File: config.mk
export PLATFORM = sky130hd
export DESIGN_NAME = axis_rr_arbiter
export DESIGN_NICKNAME = d
export VERILOG_FILES = /design/src/rtl/axis_arb_pkg.sv /design/src/rtl/axis_skid_buffer.sv /design/src/rtl/axis_rr_arbiter.sv
export SDC_FILE = /design/constraint.sdc
export NUM_CORES = 1
export LEC_CHECK = 0
export ABC_AREA = 1
export CORE_MARGIN = 3
export CORE_UTILIZATION = 46
export CTS_CLUSTER_DIAMETER = 40
export DETAILED_ROUTE_END_ITERATION = 8
export PLACE_DENSITY = 0.8
export SYNTH_ARGS = -nofsm -noshare
export SYNTH_HDL_FRONTEND = slang
export SYNTH_SLANG_ARGS = --single-unit
File: constraint.sdc
create_clock -name aclk -period 2.8 [get_ports aclk]
set_input_delay 0.7 -clock aclk [delete_from_list [all_inputs] [get_ports aclk]]
set_output_delay 0.7 -clock aclk [all_outputs]
set_load 0.05 [all_outputs]
File: src/rtl/axis_arb_pkg.sv
// Shared types and the round-robin search helper for the AXI-Stream arbiter.
// Latency: n/a (types and a purely combinational function).
// Backpressure: n/a.
package axis_arb_pkg;

    typedef enum logic {
        IDLE = 1'b0,
        BUSY = 1'b1
    } arb_state_t;

    // First set bit of req at or after ptr, searching upward and wrapping at
    // n_ports, which need not be a power of two. Sized for the largest
    // supported port count (16); callers zero-extend their request vector.
    // Returns ptr when nothing is requesting.
    function automatic logic [3:0] next_rr(
        input logic [15:0] req,
        input logic [3:0]  ptr,
        input int          n_ports
    );
        logic [3:0] sel;
        logic       found;
        logic [4:0] idx;
        sel   = ptr;
        found = 1'b0;
        idx   = '0;
        for (int off = 0; off < 16; off++) begin
            if (off < n_ports) begin
                idx = 5'(ptr) + 5'(off);
                if (idx >= 5'(n_ports)) begin
                    idx = idx - 5'(n_ports);
                end
                if (!found && req[idx[3:0]]) begin
                    found = 1'b1;
                    sel   = idx[3:0];
                end
            end
        end
        return sel;
    endfunction

endpackage

File: src/rtl/axis_skid_buffer.sv
// Two-entry register FIFO that decouples the arbiter from the downstream sink.
// Latency: one cycle from an accepted push to m_valid.
// Backpressure: s_ready is a registered not-full flag, so m_ready never reaches s_ready combinationally.
module axis_skid_buffer
    import axis_arb_pkg::*;
#(
    parameter int PAYLOAD_W = 8
) (
    input  logic                 aclk,
    input  logic                 areset,
    input  logic                 s_valid,
    output logic                 s_ready,
    input  logic [PAYLOAD_W-1:0] s_payload,
    output logic                 m_valid,
    input  logic                 m_ready,
    output logic [PAYLOAD_W-1:0] m_payload
);

    logic [PAYLOAD_W-1:0] mem [2];
    logic                 wr_ptr;
    logic                 rd_ptr;
    logic [1:0]           count;
    logic [1:0]           count_d;
    logic                 full_q;
    logic                 empty_q;
    logic                 push;
    logic                 pop;

    assign s_ready   = ~full_q;
    assign m_valid   = ~empty_q;
    assign m_payload = mem[rd_ptr];

    // While full the slot freed by a pop only becomes writable next cycle.
    assign push = s_valid & ~full_q;
    assign pop  = ~empty_q & m_ready;

    // Occupancy after this cycle; push and pop together leave it unchanged.
    always_comb begin
        count_d = count;
        case ({push, pop})
            2'b10:   count_d = count + 2'd1;
            2'b01:   count_d = count - 2'd1;
            default: count_d = count;
        endcase
    end

    // Storage, pointers and registered full/empty flags; reset zeroes the head.
    always_ff @(posedge aclk or posedge areset) begin
        if (areset) begin
            mem[0]  <= '0;
            mem[1]  <= '0;
            wr_ptr  <= 1'b0;
            rd_ptr  <= 1'b0;
            count   <= 2'd0;
            full_q  <= 1'b0;
            empty_q <= 1'b1;
        end else begin
            if (push) begin
                mem[wr_ptr] <= s_payload;
                wr_ptr      <= ~wr_ptr;
            end
            if (pop) begin
                rd_ptr <= ~rd_ptr;
            end
            count   <= count_d;
            full_q  <= (count_d == 2'd2);
            empty_q <= (count_d == 2'd0);
        end
    end

endmodule

File: src/rtl/axis_rr_arbiter.sv
// Packet-level round-robin mux of N AXI-Stream inputs onto one output, never interleaving packets.
// Latency: grant one cycle after tvalid is seen idle, first beat on m_axis two cycles after; one idle cycle between packets.
// Backpressure: granted s_axis_tready follows the skid buffer's registered not-full; other inputs are held off.
module axis_rr_arbiter
    import axis_arb_pkg::*;
#(
    parameter int N_PORTS    = 4,
    parameter int DATA_WIDTH = 8,
    parameter int USER_WIDTH = 1,
    parameter int ID_WIDTH   = $clog2(N_PORTS)
) (
    input  logic                           aclk,
    input  logic                           areset,
    input  logic [N_PORTS*DATA_WIDTH-1:0]  s_axis_tdata,
    input  logic [N_PORTS-1:0]             s_axis_tvalid,
    output logic [N_PORTS-1:0]             s_axis_tready,
    input  logic [N_PORTS-1:0]             s_axis_tlast,
    input  logic [N_PORTS*USER_WIDTH-1:0]  s_axis_tuser,
    output logic [DATA_WIDTH-1:0]          m_axis_tdata,
    output logic                           m_axis_tvalid,
    input  logic                           m_axis_tready,
    output logic                           m_axis_tlast,
    output logic [USER_WIDTH-1:0]          m_axis_tuser,
    output logic [ID_WIDTH-1:0]            m_axis_tid,
    output logic                           busy,
    output logic [ID_WIDTH-1:0]            grant
);

    localparam int PTR_W     = $clog2(N_PORTS);
    localparam int PAYLOAD_W = ID_WIDTH + USER_WIDTH + 1 + DATA_WIDTH;

    arb_state_t           state_q;
    arb_state_t           state_d;
    logic [PTR_W-1:0]     rr_ptr;
    logic [PTR_W-1:0]     rr_ptr_d;
    logic [PTR_W-1:0]     grant_q;
    logic [PTR_W-1:0]     grant_d;
    logic [PTR_W-1:0]     pick;

    logic [DATA_WIDTH-1:0] sel_tdata;
    logic [USER_WIDTH-1:0] sel_tuser;
    logic                  sel_tlast;
    logic                  sel_tvalid;

    logic                  buf_s_vld;
    logic                  buf_s_rdy;
    logic [PAYLOAD_W-1:0]  buf_s_dat;
    logic [PAYLOAD_W-1:0]  buf_m_dat;

    // Winner of the round-robin search; only consumed while idle.
    assign pick = PTR_W'(next_rr(16'(s_axis_tvalid), 4'(rr_ptr), N_PORTS));

    // Input mux steered by the registered grant.
    assign sel_tdata  = s_axis_tdata[int'(grant_q)*DATA_WIDTH +: DATA_WIDTH];
    assign sel_tuser  = s_axis_tuser[int'(grant_q)*USER_WIDTH +: USER_WIDTH];
    assign sel_tlast  = s_axis_tlast[grant_q];
    assign sel_tvalid = s_axis_tvalid[grant_q];

    // Each beat carries the source index so the consumer can tell packets apart.
    assign buf_s_dat = {ID_WIDTH'(grant_q), sel_tuser, sel_tlast, sel_tdata};

    // Arbitration and packet-hold next-state logic; readies are all low unless a packet is in flight.
    always_comb begin
        state_d       = state_q;
        rr_ptr_d      = rr_ptr;
        grant_d       = grant_q;
        s_axis_tready = '0;
        buf_s_vld     = 1'b0;
        case (state_q)
            IDLE: begin
                if (|s_axis_tvalid) begin
                    grant_d  = pick;
                    // Explicit wrap keeps non-power-of-two port counts in range.
                    rr_ptr_d = (pick == PTR_W'(N_PORTS - 1)) ? '0 : pick + 1'b1;
                    state_d  = BUSY;
                end
            end
            BUSY: begin
                // A stalled granted source simply waits; nobody else gets in.
                s_axis_tready[grant_q] = buf_s_rdy;
                buf_s_vld              = sel_tvalid;
                if (sel_tvalid && buf_s_rdy && sel_tlast) begin
                    state_d = IDLE;
                end
            end
            default: state_d = IDLE;
        endcase
    end

    // FSM state, round-robin pointer and grant registers.
    always_ff @(posedge aclk or posedge areset) begin
        if (areset) begin
            state_q <= IDLE;
            rr_ptr  <= '0;
            grant_q <= '0;
        end else begin
            state_q <= state_d;
            rr_ptr  <= rr_ptr_d;
            grant_q <= grant_d;
        end
    end

    axis_skid_buffer #(
        .PAYLOAD_W (PAYLOAD_W)
    ) u_skid (
        .aclk      (aclk),
        .areset    (areset),
        .s_valid   (buf_s_vld),
        .s_ready   (buf_s_rdy),
        .s_payload (buf_s_dat),
        .m_valid   (m_axis_tvalid),
        .m_ready   (m_axis_tready),
        .m_payload (buf_m_dat)
    );

    assign {m_axis_tid, m_axis_tuser, m_axis_tlast, m_axis_tdata} = buf_m_dat;

    assign busy  = (state_q == BUSY);
    assign grant = ID_WIDTH'(grant_q);

endmodule

==> results of run 1 <==
==> flip-flops by register name, summed over array words and instances, names as in the netlist <==
name            count
u_skid.mem         24
grant               2
rr_ptr              2
u_skid.count        2
busy                1
u_skid.empty_q      1
u_skid.full_q       1
u_skid.rd_ptr       1
u_skid.wr_ptr       1
==> kinds of logic (layout without fill, tap and decap cells) <==
group / after synthesis / in the layout / share of synthesized area
DFF: 35 / 35 / 0.423
buffers and inverters: 35 / 105 / 0.0718
AOI/OAI and AO/OA: 42 / 42 / 0.138
adders and majority gates: 6 / 6 / 0.0362
xor gates and xnor gates: 3 / 3 / 0.0127
and+or+nand+nor: 167 / 167 / 0.319
==> placed cells by master, fill, tap and decap left out <==
cell type and instances:
a21oi_1 1, dlymetal6s2s_1 2, clkbuf_8 7, nand3_1 18, dfrtp_1 34, a22oi_1 3, o21ai_0 17, nor4_1 1
nor3_1 3, ha_1 6, inv_1 23, dfstp_2 1, nand2_2 1, clkbuf_1 1, nand2_1 133, clkdlybuf4s50_1 52
buf_4 20, xor2_1 2, a221oi_1 9, or2_1 1, xnor2_1 1, o21ai_2 9, o21ai_1 3, nor2_1 10
==> final timing paths <==
check / to / depth (start not counted) / from
worst max register to register: rr_ptr[1]$_DFFE_PP0P_ / 12 / rr_ptr[1]$_DFFE_PP0P_
min in group asynchronous: rr_ptr[0]$_DFFE_PP0P_ / 3 / areset
max in group asynchronous: u_skid.empty_q$_DFF_PP1_ / 3 / areset
worst min-delay path: u_skid.mem[20]$_DFFE_PP0P_ / 2 / u_skid.mem[20]$_DFFE_PP0P_
worst min register to register: u_skid.mem[20]$_DFFE_PP0P_ / 2 / u_skid.mem[20]$_DFFE_PP0P_
worst max-delay path: s_axis_tready[0] / 5 / busy$_DFF_PP0_
==> stage by stage <==
step                std cells  setup WS [ps]   util
finish                    408            144  0.688
global route              408           14.9  0.688
CTS                       408            106  0.686
detailed placement        400            244  0.662
global placement          400            317  0.662
floorplan                 288           35.6      -
==> metal layers <==
| layer | GRT usage | up-vias |
|---|---|---|
| met4 | 0.0369 | 0 |
| met2 | 0.377 | 54 |
| met1 | 0.253 | 931 |
| met3 | 0.0455 | 3 |
| li1 | - | 1066 |
| met5 | 0 | - |
==> power by group <==
| group | internal (W) | switching, W |
|---|---|---|
| logic | 0.000830 | 0.00168 |
| registers | 0.000750 | 0.000143 |
| clock network | 0.000225 | 0.000177 |
==> worst min-delay path, stage by stage (launching register included) <==
cell and delay [ps]:
dfrtp_1 340, nand2_1 60, o21ai_2 50
==> final cells by class <==
class | count | area (sq um)
fill | 362 | 1300
multi-input combinational | 218 | 1050
sequential | 35 | 877
timing repair buffer | 74 | 696
clock buffer | 8 | 100
inverter | 23 | 86.3
tap | 50 | 62.6
==> results.toml, run 1 <==
[outcome]
status = "finished, final reports clean"

[global_routing]
grt.overflow.total = 0
grt_pass1_vias = 1999
grtUsageTotal = 0.208
grt_antenna_before_repair = 0
grt_pass1_wl_mm = 8.74
grt_max_degree = 36

[drt]
met1Wirelength_mm = 2.20
drt_wl_total_mm = 5.18
route.met2.wl_mm = 2.71
routedWlPerCell_um = 12.7
vias = 2054
drc = 0
dr_wl_met3_um = 249
ant_nets = 0
dr.pass1.iters = 5
viasPerCell = 5.03
first_iter_violations = 109
highest_layer = "met4"

[final_layout]
area_delta_synth_final_pct = 38.4
layout-drive-gt1-share = 0.106
final_nets = 410
design_area_sq_um = 2870
diodes = 0

[yosys]
dominantRegCellSynth = "dfrtp_1"
ys_types = 23
ys_seq_elements = 35
synth_most_common_cell = "nand2_1"
synth_area_leaders = "dfrtp_1 (41%), nand2_1 (24%), nand3_1 (4.3%), inv_1 (4.2%), o21ai_0 (4.1%)"
async_reset_ff_frac = 1.00
syn_inst = 288
synth-edff-count = 0
synth_nets = 341
synthTopCellsByCount = "nand2_1 (133), dfrtp_1 (34), inv_1 (23), nand3_1 (18), o21ai_0 (17)"
synth_top_area_frac = 0.410
seq_area_frac_synth = 0.423
netlist_area_sq_um = 2070
avgSynthCellArea_sq_um = 7.20
synth_top_cell_by_area = "dfrtp_1"
ys_warn_count = 0

[critical_path]
critPathBufInv = 3
path_cells = "inv_1 -> nor2_1 -> inv_1 -> nor3_1 -> clkdlybuf4s50_1"
start_kind = "flip-flop"
regToRegSetupSlack_ps = 450
crit_path_max_incr_delay_ps = 820
end_kind = "output port"
arrival_ps = 1960
crit_family = "buffers and inverters"
crit_top_cell = "inv_1"
required_ps = 2100
path_max_fanout = 4
critical_path_class = "reg -> out"
slowest_stage = "clkdlybuf4s50_1"

[pwr]
p_leak_nw = 1.50
powerDensity_nw_per_um2 = 1330
power_w = 0.00381
ir_worst_vdd_uv = 603

[clock_network]
clk_pin_slew_ps = 70
cts_resized = 0
postCtsHoldBufs = 0
clk_latency_ps = 280
cts_root_buf = "clkbuf_8"
cts_buffers = 5
cts.htree.levels = 2
clockBufferDepth = 2
postCtsSetupBuffers = 0
cts_tree = "done"
numClockSinks = 35

[sta]
holdWs_ps = 484
hold_viol_final = 0
fmax_mhz = 376
slew_violations = 0
post-route-min-period_ps = 2660
skew_ps = 1.46
setup_viol = 0
tightest_slew_ps = 524
relSlewSlack = 0.650
fin_setup_tns_ps = 0
min_period_over_period = 0.949
rsz0062_at_grt = "false"

[placed_design]
dp_hpwl_mm = 3.94
io_buffers = 66
gp_congestion = 0.909
place_area_sq_um = 2760

[die]
ioPinCount = 67
core_sq_um = 4170
dieWidth_um = 73.1
fp.dieH_um = 73.1
dieArea_sq_um = 5350
row_count = 23
start_util = 0.497

[worst_hold_path]
hold_class = "reg -> reg"

[job]
timing.max_cap.violations = 0
(Power assumes the default switching activity.)
==> run 2, diff against run 1 <==
--- a/config.mk
+++ b/config.mk
@@ -5,12 +5,11 @@
 export SDC_FILE = /design/constraint.sdc
 export NUM_CORES = 1
 export LEC_CHECK = 0
-export ABC_AREA = 1
 export CORE_MARGIN = 3
-export CORE_UTILIZATION = 46
+export CORE_UTILIZATION = 47
 export CTS_CLUSTER_DIAMETER = 40
 export DETAILED_ROUTE_END_ITERATION = 8
-export PLACE_DENSITY = 0.8
+export PLACE_DENSITY = 0.81
 export SYNTH_ARGS = -nofsm -noshare
 export SYNTH_HDL_FRONTEND = slang
 export SYNTH_SLANG_ARGS = --single-unit
==> results.toml, run 2 <==
[outcome]
status = "finished, final reports clean"

[yosys]
synth_area_leaders = "dfrtp_1 (40%), mux2_2 (18%), mux4_2 (12%), mux2_1 (4.2%), ha_1 (3.5%)"
synthTopCellsByCount = "dfrtp_1 (34), mux2_2 (34), mux4_2 (11), mux2_1 (8), nand2_1 (7)"
async_reset_ff_frac = 1.00
synth_nets = 216
synth-edff-count = 0
ys_types = 40
ys_warn_count = 0
synth_top_area_frac = 0.400
dominantRegCellSynth = "dfrtp_1"
netlist_area_sq_um = 2130
avgSynthCellArea_sq_um = 13.1
ys_seq_elements = 35
seq_area_frac_synth = 0.412
synth_top_cell_by_area = "dfrtp_1"
syn_inst = 163

[worst_hold_path]
hold_class = "reg -> reg"

[clock_network]
postCtsSetupBuffers = 0
cts_tree = "done"
cts_resized = 2
cts_buffers = 5
postCtsHoldBufs = 0
clk_latency_ps = 290
numClockSinks = 35
cts.htree.levels = 2
cts_root_buf = "clkbuf_8"
clk_pin_slew_ps = 70
clockBufferDepth = 2

[pwr]
powerDensity_nw_per_um2 = 1400
power_w = 0.00436
intPower_w = 0.00246
sw_frac_of_total = 0.437
p_sw_w = 0.00191
ir_worst_vdd_uv = 929
p_leak_nw = 1.32
p_comb_frac = 0.661
pwr-share-clk = 0.107
p_seq_frac = 0.232

[final_layout]
regMostFlops = "u_skid.mem"
final_nets = 299
multi_input_area_sq_um = 1200
design_area_sq_um = 3110
layout_common_cells = "clkdlybuf4s50_1 (57), mux2_2 (34), dfrtp_1 (33)"
nFillCells = 286
diodes = 0
seq_area_sq_um = 878
fin_cells = 297
layout_commonest_cell = "clkdlybuf4s50_1"
layout-drive-gt1-share = 0.372
area_delta_synth_final_pct = 45.8
largest_register_ff_count = 24
finalCoreUtilization = 0.744

[global_routing]
grtUsageTotal = 0.211
grt_pass1_vias = 1791
grt_max_degree = 36
grt_antenna_before_repair = 0
grt_pass1_wl_mm = 8.59
grt.overflow.total = 0

[job]
timing.max_cap.violations = 0

[sta]
fmax_mhz = 366
hold_viol_final = 0
skew_ps = 6.15
setup_viol = 0
post-route-min-period_ps = 2730
rsz0062_at_grt = "false"
tightest_slew_ps = 596
relSlewSlack = 0.603
slew_violations = 0
min_period_over_period = 0.976

[critical_path]
path_max_fanout = 4
start_kind = "input pin"
critical_path_class = "in -> reg"
arrival_ps = 2960
required_ps = 3020
end_kind = "flip-flop"

[placed_design]
place_inst = 289
place_area_sq_um = 2970
gp_congestion = 0.894
dp_hpwl_mm = 4.03
io_buffers = 66

[die]
start_util = 0.510
fp.dieH_um = 73.3
row_count = 23
dieWidth_um = 73.3
core_sq_um = 4170
ioPinCount = 67
dieArea_sq_um = 5370

[drt]
first_iter_violations = 69
ant_nets = 0
vias = 1629
drc = 0
viasPerCell = 5.48
drt_wl_total_mm = 5.16
dr.pass1.iters = 4
routedWlPerCell_um = 17.4
## run 2: changes by cell type in the layout (fill, tap and decap cells not counted), moves of 7 or more
cell      delta
o21ai_0     -16
nand2_1    -126
inv_1       -17
o21ai_2      -9
a221oi_1     -9
nand3_1     -17
mux2_2      +34
mux2_1       +7
mux4_2      +11
## run 2: worst max-delay path: stages
cell             delay (ps)
clkdlybuf4s50_1         460
mux2_4                  300
and3_1                  160
a2111o_1                410
o221a_2                 150
o21bai_1                150
ha_1                    220
nor4_2                  260
a221o_1                 140
## run 2: path summary, 6_finish.rpt
path	start	endpoint	slack, ps	cells after the start
setup / recovery	s_axis_tvalid[3]	rr_ptr[0]$_DFFE_PP0P_	70	9
hold / removal	u_skid.mem[9]$_DFFE_PP0P_	u_skid.mem[9]$_DFFE_PP0P_	500	1
setup reg to reg	rr_ptr[0]$_DFFE_PP0P_	rr_ptr[0]$_DFFE_PP0P_	120	10
hold reg to reg	u_skid.mem[9]$_DFFE_PP0P_	u_skid.mem[9]$_DFFE_PP0P_	500	1
max in group asynchronous	areset	u_skid.rd_ptr$_DFFE_PP0P_	1650	3
min in group asynchronous	areset	u_skid.count[1]$_DFF_PP0_	810	3
## run 2: cells by family after synthesis
kind of cell,after synthesis,share of synthesized area
compound gates,12,0.0541
simple gates,31,0.0770
flops,35,0.412
xor+xnor,5,0.0206
mux,58,0.364
buf+inv,16,0.0370
fa+ha+maj,6,0.0353
## run 2: final cells by class
class,instances,share of cell area
Clock inverter,2,0.0113
Sequential cell,35,0.283
Timing Repair Buffer,86,0.267
Multi-Input combinational cell,112,0.385
Inverter,6,0.00725
Clock buffer,6,0.0266
Tap cell,50,0.0201
## run 2: layer usage
metal	routed length, um	track usage	up-vias
met5	0	0	-
met4	62	0.0785	0
met3	285	0.0369	5
met2	2720	0.371	47
met1	2090	0.256	809
li1	-	-	768
## run 2: through the flow
stage / hold WS (ps) / worst slack, ps / setup TNS (ps)
floorplan: 446 / 17.9 / 0
global placement: 459 / -200 / -282
detailed placement: 481 / -326 / -549
CTS: 494 / 16.6 / 0
global route: 523 / 0.536 / 0
finish: 497 / 66.2 / 0
## run 2: power by group through the flow
stage,Combinational [W],Clock (W),Sequential (W)
2_1_floorplan,0.00206,0,0.000954
3_3_place_gp,0.00278,0,0.000993
3_5_place_dp,0.00287,0,0.00102
4_1_cts,0.00289,0.000480,0.00101
5_1_grt,0.00308,0.000505,0.00105
6_report,0.00288,0.000466,0.00101
